[src/rtl/pux_so.sv]
// Host-side stream originator: sends one opcode, streams A/B/M operand words
// fetched from a local RAM, then collects one status word from pux_si.
module pux_so #(
   parameter int OPCW  = 8,
   parameter int DATAW = 16,
   parameter int LENW  = 6
) (
   input  logic              axis_clk,
   input  logic              axis_rstn,
   input  logic              cmd_start,
   input  logic [OPCW-1:0]   cmd_opcode,
   input  logic [LENW-1:0]   cmd_len,
   output logic              cmd_busy,
   output logic              res_valid,
   output logic [DATAW-1:0]  res_status,
   output logic              mem_rd,
   output logic [LENW+1:0]   mem_addr,
   input  logic [DATAW-1:0]  mem_rdata,
   output logic [OPCW-1:0]   axis_opcode_data,
   output logic              axis_opcode_valid,
   input  logic              axis_opcode_ready,
   output logic [DATAW-1:0]  axis_abuff_data,
   output logic              axis_abuff_valid,
   input  logic              axis_abuff_ready,
   output logic [DATAW-1:0]  axis_bbuff_data,
   output logic              axis_bbuff_valid,
   input  logic              axis_bbuff_ready,
   output logic [DATAW-1:0]  axis_mbuff_data,
   output logic              axis_mbuff_valid,
   input  logic              axis_mbuff_ready,
   input  logic [DATAW-1:0]  axis_status_data,
   input  logic              axis_status_valid,
   output logic              axis_status_ready,
   input  logic              stream_reqest
);

   typedef enum logic [2:0] {
      S_IDLE,
      S_OPC,
      S_WAIT_REQ,
      S_FETCH,
      S_SEND,
      S_STATUS
   } state_t;

   state_t            r_state;
   state_t            w_state_nxt;
   logic [1:0]        r_fph;
   logic [LENW-1:0]   r_idx;
   logic [LENW-1:0]   r_len;
   logic [OPCW-1:0]   r_opc;
   logic              r_req_pend;
   logic              r_avld;
   logic              r_bvld;
   logic              r_mvld;
   logic [DATAW-1:0]  r_adat;
   logic [DATAW-1:0]  r_bdat;
   logic [DATAW-1:0]  r_mdat;
   logic              r_busy;
   logic              r_res_vld;
   logic [DATAW-1:0]  r_res_dat;

   logic              w_req;
   logic              w_word_done;
   logic              w_stat_xfer;
   logic [LENW-1:0]   w_idx_inc;

   assign w_req       = r_req_pend | stream_reqest;
   assign w_idx_inc   = r_idx + 1'b1;
   assign w_stat_xfer = (r_state == S_STATUS) && axis_status_valid;
   // A word is finished once every still-pending stream transfers this cycle.
   assign w_word_done = (r_state == S_SEND)
                        && (!r_avld || axis_abuff_ready)
                        && (!r_bvld || axis_bbuff_ready)
                        && (!r_mvld || axis_mbuff_ready);

   always_comb begin
      w_state_nxt       = r_state;
      mem_rd            = 1'b0;
      mem_addr          = '0;
      axis_opcode_valid = 1'b0;
      axis_status_ready = 1'b0;
      case (r_state)
         S_IDLE: begin
            if (cmd_start) w_state_nxt = S_OPC;
         end
         S_OPC: begin
            axis_opcode_valid = 1'b1;
            if (axis_opcode_ready) w_state_nxt = (r_len == '0) ? S_STATUS : S_WAIT_REQ;
         end
         S_WAIT_REQ: begin
            if (w_req) w_state_nxt = S_FETCH;
         end
         S_FETCH: begin
            // Phases 0..2 double as the RAM bank select for A, B, M.
            if (r_fph != 2'd3) begin
               mem_rd   = 1'b1;
               mem_addr = {r_fph, r_idx};
            end else begin
               w_state_nxt = S_SEND;
            end
         end
         S_SEND: begin
            if (w_word_done) w_state_nxt = (w_idx_inc == r_len) ? S_STATUS : S_FETCH;
         end
         S_STATUS: begin
            axis_status_ready = 1'b1;
            if (axis_status_valid) w_state_nxt = S_IDLE;
         end
         default: w_state_nxt = S_IDLE;
      endcase
   end

   always_ff @(posedge axis_clk or posedge axis_rstn) begin
      if (axis_rstn) begin
         r_state    <= S_IDLE;
         r_fph      <= '0;
         r_idx      <= '0;
         r_len      <= '0;
         r_opc      <= '0;
         r_req_pend <= 1'b0;
         r_avld     <= 1'b0;
         r_bvld     <= 1'b0;
         r_mvld     <= 1'b0;
         r_adat     <= '0;
         r_bdat     <= '0;
         r_mdat     <= '0;
         r_busy     <= 1'b0;
         r_res_vld  <= 1'b0;
         r_res_dat  <= '0;
      end else begin
         r_state   <= w_state_nxt;
         r_res_vld <= w_stat_xfer;
         r_fph     <= (r_state == S_FETCH) ? r_fph + 2'd1 : 2'd0;

         if (r_state == S_IDLE && cmd_start) begin
            r_opc  <= cmd_opcode;
            r_len  <= cmd_len;
            r_idx  <= '0;
            r_busy <= 1'b1;
         end

         // A request pulse coinciding with the opcode transfer must survive into WAIT_REQ.
         case (r_state)
            S_OPC:      r_req_pend <= (axis_opcode_ready && r_len == '0) ? 1'b0 : w_req;
            S_WAIT_REQ: r_req_pend <= w_req ? 1'b0 : r_req_pend;
            default:    r_req_pend <= 1'b0;
         endcase

         if (r_state == S_FETCH) begin
            if (r_fph == 2'd1) r_adat <= mem_rdata;
            if (r_fph == 2'd2) r_bdat <= mem_rdata;
            if (r_fph == 2'd3) begin
               r_mdat <= mem_rdata;
               r_avld <= 1'b1;
               r_bvld <= 1'b1;
               r_mvld <= 1'b1;
            end
         end

         if (r_state == S_SEND) begin
            if (r_avld && axis_abuff_ready) r_avld <= 1'b0;
            if (r_bvld && axis_bbuff_ready) r_bvld <= 1'b0;
            if (r_mvld && axis_mbuff_ready) r_mvld <= 1'b0;
            if (w_word_done) r_idx <= w_idx_inc;
         end

         if (w_stat_xfer) begin
            r_res_dat <= axis_status_data;
            r_busy    <= 1'b0;
         end
      end
   end

   assign cmd_busy         = r_busy;
   assign res_valid        = r_res_vld;
   assign res_status       = r_res_dat;
   assign axis_opcode_data = r_opc;
   assign axis_abuff_data  = r_adat;
   assign axis_abuff_valid = r_avld;
   assign axis_bbuff_data  = r_bdat;
   assign axis_bbuff_valid = r_bvld;
   assign axis_mbuff_data  = r_mdat;
   assign axis_mbuff_valid = r_mvld;

endmodule

[config.mk]
export PLATFORM = sky130hd
export DESIGN_NAME = pux_so
export DESIGN_NICKNAME = d
export VERILOG_FILES = /design/src/rtl/pux_so.sv
export SDC_FILE = /design/constraint.sdc
export NUM_CORES = 1
export LEC_CHECK = 0
export CAP_MARGIN = 20
export CORE_AREA = 2 2 130 132
export DETAILED_ROUTE_END_ITERATION = 8
export DIE_AREA = 0 0 132 134
export HOLD_SLACK_MARGIN = 0.05
export PLACE_DENSITY = 0.53
export SYNTH_ARGS = -nofsm -noshare
export SYNTH_HDL_FRONTEND = slang
export SYNTH_SLANG_ARGS = --single-unit
[constraint.sdc]
create_clock -name axis_clk -period 4.3 [get_ports axis_clk]
set_clock_uncertainty 0.2 [all_clocks]
set_input_delay 0.43 -clock axis_clk [delete_from_list [all_inputs] [get_ports axis_clk]]
set_output_delay 0.43 -clock axis_clk [all_outputs]
set_load 0.01 [all_outputs]
==> results.json, run 1 <==
{
  "syn_nets": 382,
  "area_growth_syn_to_layout_pct": 50.61,
  "postSynthCellCount": 323,
  "cts_resized": 0,
  "power.share.clock": 0.226,
  "cts_buffer_depth": 2,
  "relSlewSlack": 0.4262,
  "timing.final.hold_violations": 0,
  "fillers": 1584,
  "met2_length_mm": 4.786,
  "grt_pass1_wl_mm": 16.33,
  "initial_core_util": 0.2443,
  "synth_warnings": 0,
  "cts-hold-fix-buffers": 0,
  "dpl.hpwl_mm": 7.137,
  "post-synth-top-count-cell": "dfrtp_1",
  "max_stage_delay_ns": 0.53,
  "core.rowCount": 47,
  "path_class": "reg2out",
  "wl_per_cell_um": 14.50,
  "worst_slew_pin_slew_ns": 0.8607,
  "power_density_nw_per_um2": 624.7,
  "die_area_sq_um": 17690,
  "yosys-top-cells-count": "dfrtp_1, mux2_2, nand2_1",
  "netlist_area_sq_um": 3980,
  "drv_slew": 0,
  "synthArstFlopShare": 1.000,
  "intPower_w": 0.002626,
  "comb_power_share": 0.384,
  "grt_pass1_vias": 3061,
  "critical-path-slowest-cell": "clkdlybuf4s50_1",
  "synth-main-ff-cell": "dfrtp_1",
  "track_usage": 0.1168,
  "synth_area_leader_cell": "dfrtp_1",
  "antennaDiodeCount": 0,
  "die_h_um": 134,
  "portBuffers": 142,
  "antenna_left": 0,
  "vias": 2973,
  "synth_edf_count": 0,
  "rsz0062_at_grt": "no",
  "hp-class": "reg2reg",
  "min_period_ns": 2.888,
  "dr_wl_met3_um": 750,
  "period_share": 0.6717,
  "firstDrtPassIters": 4,
  "overflow": 0,
  "syn_area_per_cell_sq_um": 12.32,
  "cts_setup_buffers": 0,
  "clock_sinks": 95,
  "maxCapViolations": 0,
  "die_w_um": 132,
  "cts_buffers": 9,
  "critical_path_arrival_ns": 2.26,
  "leakage_nw": 2.508,
  "synth-seq-area-share": 0.5973,
  "tns_ns": 0,
  "wl_mm": 10.08,
  "drc": 0,
  "cp_max_fo": 7,
  "core-area_sq_um": 16290,
  "finalSetupViolations": 0,
  "seqPwrFrac": 0.389,
  "synth.top_cell.area_share": 0.5973,
  "htreeDepth": 3,
  "insertion_delay_ns": 0.34,
  "highest_layer": "met4",
  "yosysUniqueCellTypes": 38,
  "cts_tree": "done",
  "grt_max_degree": 69,
  "cp.required_ns": 3.67,
  "root_buffer": "clkbuf_16",
  "switching_power_w": 0.001119,
  "max_freq_mhz": 346.2,
  "swShare": 0.2987,
  "cp_cell_sequence": "inv_1, nand3_1, nor2_1, and2_1, clkdlybuf4s50_1",
  "drt-met1-wl_mm": 4.399,
  "status": "finished, final reports clean",
  "antenna_found_initial": 0,
  "vias_per_cell": 4.278,
  "nets": 529,
  "pin_count": 143,
  "drive_gt1_frac": 0.1832,
  "gp_congestion": 0.7268,
  "total_power_w": 0.003745,
  "drt_iter0_drc": 56,
  "ys_top_cells_by_area": "dfrtp_1, mux2_2, nand2_1, o21ai_0, ha_1",
  "cts.clk_slew.worst_paths_ns": 0.06,
  "peakVddDrop_uv": 296.6,
  "ys_ff_latch": 95,
  "cp-end-kind": "output pin",
  "start_kind": "flop"
}
flip-flops by register name, summed over array words and instances (netlist names):
signal,cells
r_idx,6
r_fph,2
axis_mbuff_data,16
axis_abuff_data,16
axis_bbuff_data,16
axis_mbuff_valid,1
cmd_busy,1
res_valid,1
r_len,6
r_req_pend,1
res_status,16
axis_bbuff_valid,1
axis_opcode_data,8
r_state,3
axis_abuff_valid,1
area by class of cell:
| class | instances | area [sq um] | area share |
|---|---|---|---|
| Clock buffer | 10 | 229.0 | 0.03820 |
| Inverter | 9 | 36.28 | 0.006053 |
| Clock inverter | 6 | 85.08 | 0.01419 |
| Sequential cell | 95 | 2377 | 0.3966 |
| Timing Repair Buffer | 147 | 1463 | 0.2440 |
| Tap cell | 220 | 275.3 | 0.04592 |
| Multi-Input combinational cell | 208 | 1529 | 0.2551 |
cell families (layout without fill, tap and decap cells):
group,count (synthesis),after routing,synth area share
simple gates,104,104,0.1276
xor+xnor,7,7,0.01540
compound gates,31,31,0.05093
buf+inv,20,172,0.02075
fa+ha+maj,4,4,0.01258
mux,62,62,0.1754
flops,95,95,0.5973
placed cells by master (no fill, tap or decap), types with 6 or more instances in the layout:
cell type	synthesis	layout
clkdlybuf4s50_1	0	142
dfrtp_1	95	95
o21ai_0	12	12
and2_1	7	7
inv_1	9	8
clkbuf_16	0	9
nor2_1	12	12
mux2_2	62	62
nand2_1	54	54
nor2b_1	6	6
through the flow:
| stage | worst slack (ns) | utilization | instance area (sq um) | hold WS [ns] | cells |
|---|---|---|---|---|---|
| after floorplan | 1.193 | - | 3980 | 0.2593 | 323 |
| after CTS | 1.350 | 0.3673 | 5983 | 0.2836 | 694 |
| after global placement | 1.638 | 0.3480 | 5669 | 0.2608 | 678 |
| after global routing | 1.221 | 0.3680 | 5995 | 0.3035 | 695 |
| final | 1.412 | 0.3680 | 5995 | 0.2727 | 695 |
| after detailed placement | 1.538 | 0.3480 | 5669 | 0.2677 | 678 |
worst max-delay path: cells and delay by family, from the launching register on:
kind	cells	cell delay, ns
buffers and inverters	2	0.71
AND/OR/NAND/NOR	3	0.73
flip-flops	1	0.48
worst paths after layout:
| check | start | endpoint | slack [ns] | cells after the start |
|---|---|---|---|---|
| min | axis_mbuff_data[0]$_DFFE_PP0P_ | axis_mbuff_data[0]$_DFFE_PP0P_ | 0.27 | 2 |
| max reg2reg | r_state[0]$_DFFE_PP0P_ | r_state[2]$_DFFE_PP0P_ | 1.90 | 4 |
| max in group asynchronous | axis_rstn | axis_bbuff_data[13]$_DFFE_PP0P_ | 2.73 | 3 |
| min in group asynchronous | axis_rstn | axis_abuff_data[6]$_DFFE_PP0P_ | 0.43 | 2 |
| min reg2reg | axis_mbuff_data[0]$_DFFE_PP0P_ | axis_mbuff_data[0]$_DFFE_PP0P_ | 0.27 | 2 |
| max | r_state[2]$_DFFE_PP0P_ | mem_addr[0] | 1.41 | 5 |
layer usage:
| metal | vias to the layer above | global-route usage |
|---|---|---|
| li1 | 1404 | - |
| met1 | 1454 | 0.1446 |
| met2 | 106 | 0.1901 |
| met3 | 9 | 0.03553 |
| met4 | 0 | 0.04891 |
| met5 | - | 0 |
power by group through the flow:
stage / Clock (W) / Sequential [W] / Combinational [W]
after detailed placement: 0 / 0.00148 / 0.00145
final: 0.000848 / 0.00146 / 0.00144
after CTS: 0.000881 / 0.00146 / 0.00145
after global routing: 0.000915 / 0.00151 / 0.00155
after global placement: 0 / 0.00146 / 0.00143
after floorplan: 0 / 0.00155 / 0.000573
No activity file was read; power rests on OpenSTA's default activity.
==> run 2, diff against run 1 <==
clock period = 2.8 ns   (was 4.3 ns; I/O delays follow)
==> run 2 against run 1 <==
Sequential power rose by 53%. Combinational power rose by 53%. Wire length rose by 0.54%. Largest cell class unchanged. Highest routed layer unchanged. Global-route usage fell by 0.13 points. Clock power rose by 59%. Critical endpoint unchanged.
==> results.json, run 2 (same netlist as run 1, synthesis figures left out) <==
{
  "status": "finished, final reports clean",
  "worst_slack_ns": 0.1514,
  "cp_cell_sequence": "inv_1, nand3_1, nor2_2, and2_1, clkdlybuf4s50_1",
  "wl_mm": 10.13,
  "timing.final.hold_violations": 0,
  "root_buffer": "clkbuf_16",
  "multi_input_area_sq_um": 1531,
  "die_w_um": 132,
  "startpoint": "r_state[2]$_DFFE_PP0P_",
  "nets": 530,
  "start_kind": "flop",
  "core-area_sq_um": 16290,
  "drc": 0,
  "fin_area_sq_um": 6033,
  "initial_core_util": 0.2443,
  "die_area_sq_um": 17690,
  "vias_per_cell": 4.240,
  "critical-path-slowest-cell": "clkdlybuf4s50_1",
  "leakage_nw": 2.523,
  "tns_ns": 0,
  "wl_per_cell_um": 14.56,
  "relSlewSlack": 0.5229,
  "vias": 2951,
  "grt_max_degree": 63,
  "drv_slew": 0,
  "cts_setup_buffers": 0,
  "gp_congestion": 0.7902,
  "rr_endpoint": "r_state[2]$_DFFE_PP0P_",
  "cts.clk_slew.worst_paths_ns": 0.07,
  "dpl.hpwl_mm": 7.344,
  "grt_pass1_wl_mm": 15.99,
  "power_density_nw_per_um2": 959.4,
  "cts-hold-fix-buffers": 0,
  "period_share": 0.9459,
  "max_stage_delay_ns": 0.54,
  "area_growth_syn_to_layout_pct": 51.59,
  "firstDrtPassIters": 4,
  "die_h_um": 134,
  "min_period_ns": 2.649,
  "r2r-start": "r_state[1]$_DFFE_PP0P_",
  "area.sequential_sq_um": 2377,
  "cts_buffer_depth": 2,
  "most-common-layout-cells": "clkdlybuf4s50_1, dfrtp_1, mux2_2",
  "critical_path_arrival_ns": 2.17,
  "track_usage": 0.1155,
  "core.rowCount": 47,
  "path_class": "reg2out",
  "cp-end-kind": "output pin",
  "antennaDiodeCount": 0,
  "drt_iter0_drc": 108,
  "overflow": 0,
  "hp-class": "in2async",
  "rrSetupSlack_ns": 0.42,
  "maxCapViolations": 0,
  "cp_max_fo": 7,
  "finalSetupViolations": 0,
  "reg2regPathDepth": 4,
  "rsz0062_at_grt": "no",
  "worst_slew_pin_slew_ns": 0.7140,
  "clock_sinks": 95,
  "pin_count": 143,
  "dpl_worst_slack_ns": 0.3843,
  "cts_buffers": 9,
  "antenna_left": 0,
  "cp.required_ns": 2.32,
  "cts_tree": "done",
  "final_common_cell": "clkdlybuf4s50_1",
  "max_freq_mhz": 377.6,
  "portBuffers": 142,
  "endpoint": "mem_addr[0]",
  "grt_pass1_vias": 2995,
  "antenna_found_initial": 0,
  "fillers": 1617,
  "insertion_delay_ns": 0.34,
  "place_area_sq_um": 5698,
  "htreeDepth": 3,
  "peakVddDrop_uv": 304.6,
  "drive_gt1_frac": 0.1891
}
[run 2: changes by cell type in the layout (fill, tap and decap cells not counted)]
cell and delta:
clkinv_4 +3, clkinv_2 -2, buf_12 +1, buf_4 +1, buf_6 -1, clkbuf_1 -1, clkbuf_8 +1, inv_4 -1
nor2_1 -1, nor2_2 +1
[run 2: cell type report]
class | count | area share
repair buffers | 148 | 0.2451
well taps | 220 | 0.04562
clock inverters | 6 | 0.01555
flip-flops and latches | 95 | 0.3940
clock buffers | 10 | 0.03961
inverters | 9 | 0.006221
multi-input cells | 208 | 0.2538
[run 2: how the worst min path moves through the flow]
stage                                         start                              end  slack, ns  cells after the start
detailed placement  axis_mbuff_data[10]$_DFFE_PP0P_  axis_mbuff_data[10]$_DFFE_PP0P_       0.27                      2
finish                                    axis_rstn        res_status[1]$_DFFE_PP0P_       0.18                      3
global placement     axis_mbuff_data[5]$_DFFE_PP0P_   axis_mbuff_data[5]$_DFFE_PP0P_       0.27                      2
floorplan                         axis_opcode_ready           r_req_pend$_DFFE_PP0N_       0.16                      1
global route                              axis_rstn       res_status[10]$_DFFE_PP0P_       0.21                      3
CTS                                       axis_rstn        res_status[6]$_DFFE_PP0P_       0.18                      3
[run 2: metrics by stage]
step | utilization | cells | hold WS, ns | total power, W
after floorplan | - | 323 | 0.1641 | 0.003265
after global placement | 0.3498 | 680 | 0.2698 | 0.004449
after detailed placement | 0.3498 | 680 | 0.2674 | 0.004501
after CTS | 0.3704 | 696 | 0.1835 | 0.005899
after global routing | 0.3704 | 696 | 0.2143 | 0.006142
final | 0.3704 | 696 | 0.1788 | 0.005789
[run 2: timing repair]
action,CTS,global route
endpoints found under the setup margin,1,0
endpoints found under the hold margin,0,0
resized for setup,1,0
[run 2: routing by layer]
metal / wire, um / vias to the layer above / GRT usage
li1: - / 1402 / -
met1: 4419 / 1436 / 0.1431
met2: 4829 / 104 / 0.1826
met3: 759 / 9 / 0.04157
met4: 124 / 0 / 0.04891
met5: 0 / - / 0
[run 2: where the power goes]
| group | internal (W) | switching [W] |
|---|---|---|
| clock | 0.000812 | 0.000536 |
| sequential | 0.00189 | 0.000355 |
| combinational | 0.00137 | 0.000833 |
| total | 0.00406 | 0.00172 |
[run 2: worst max-delay path: cells and delay by family, from the launching register on]
family,cells,cell delay [ns]
buf+inv,2,0.71
simple gates,3,0.66
flops,1,0.47
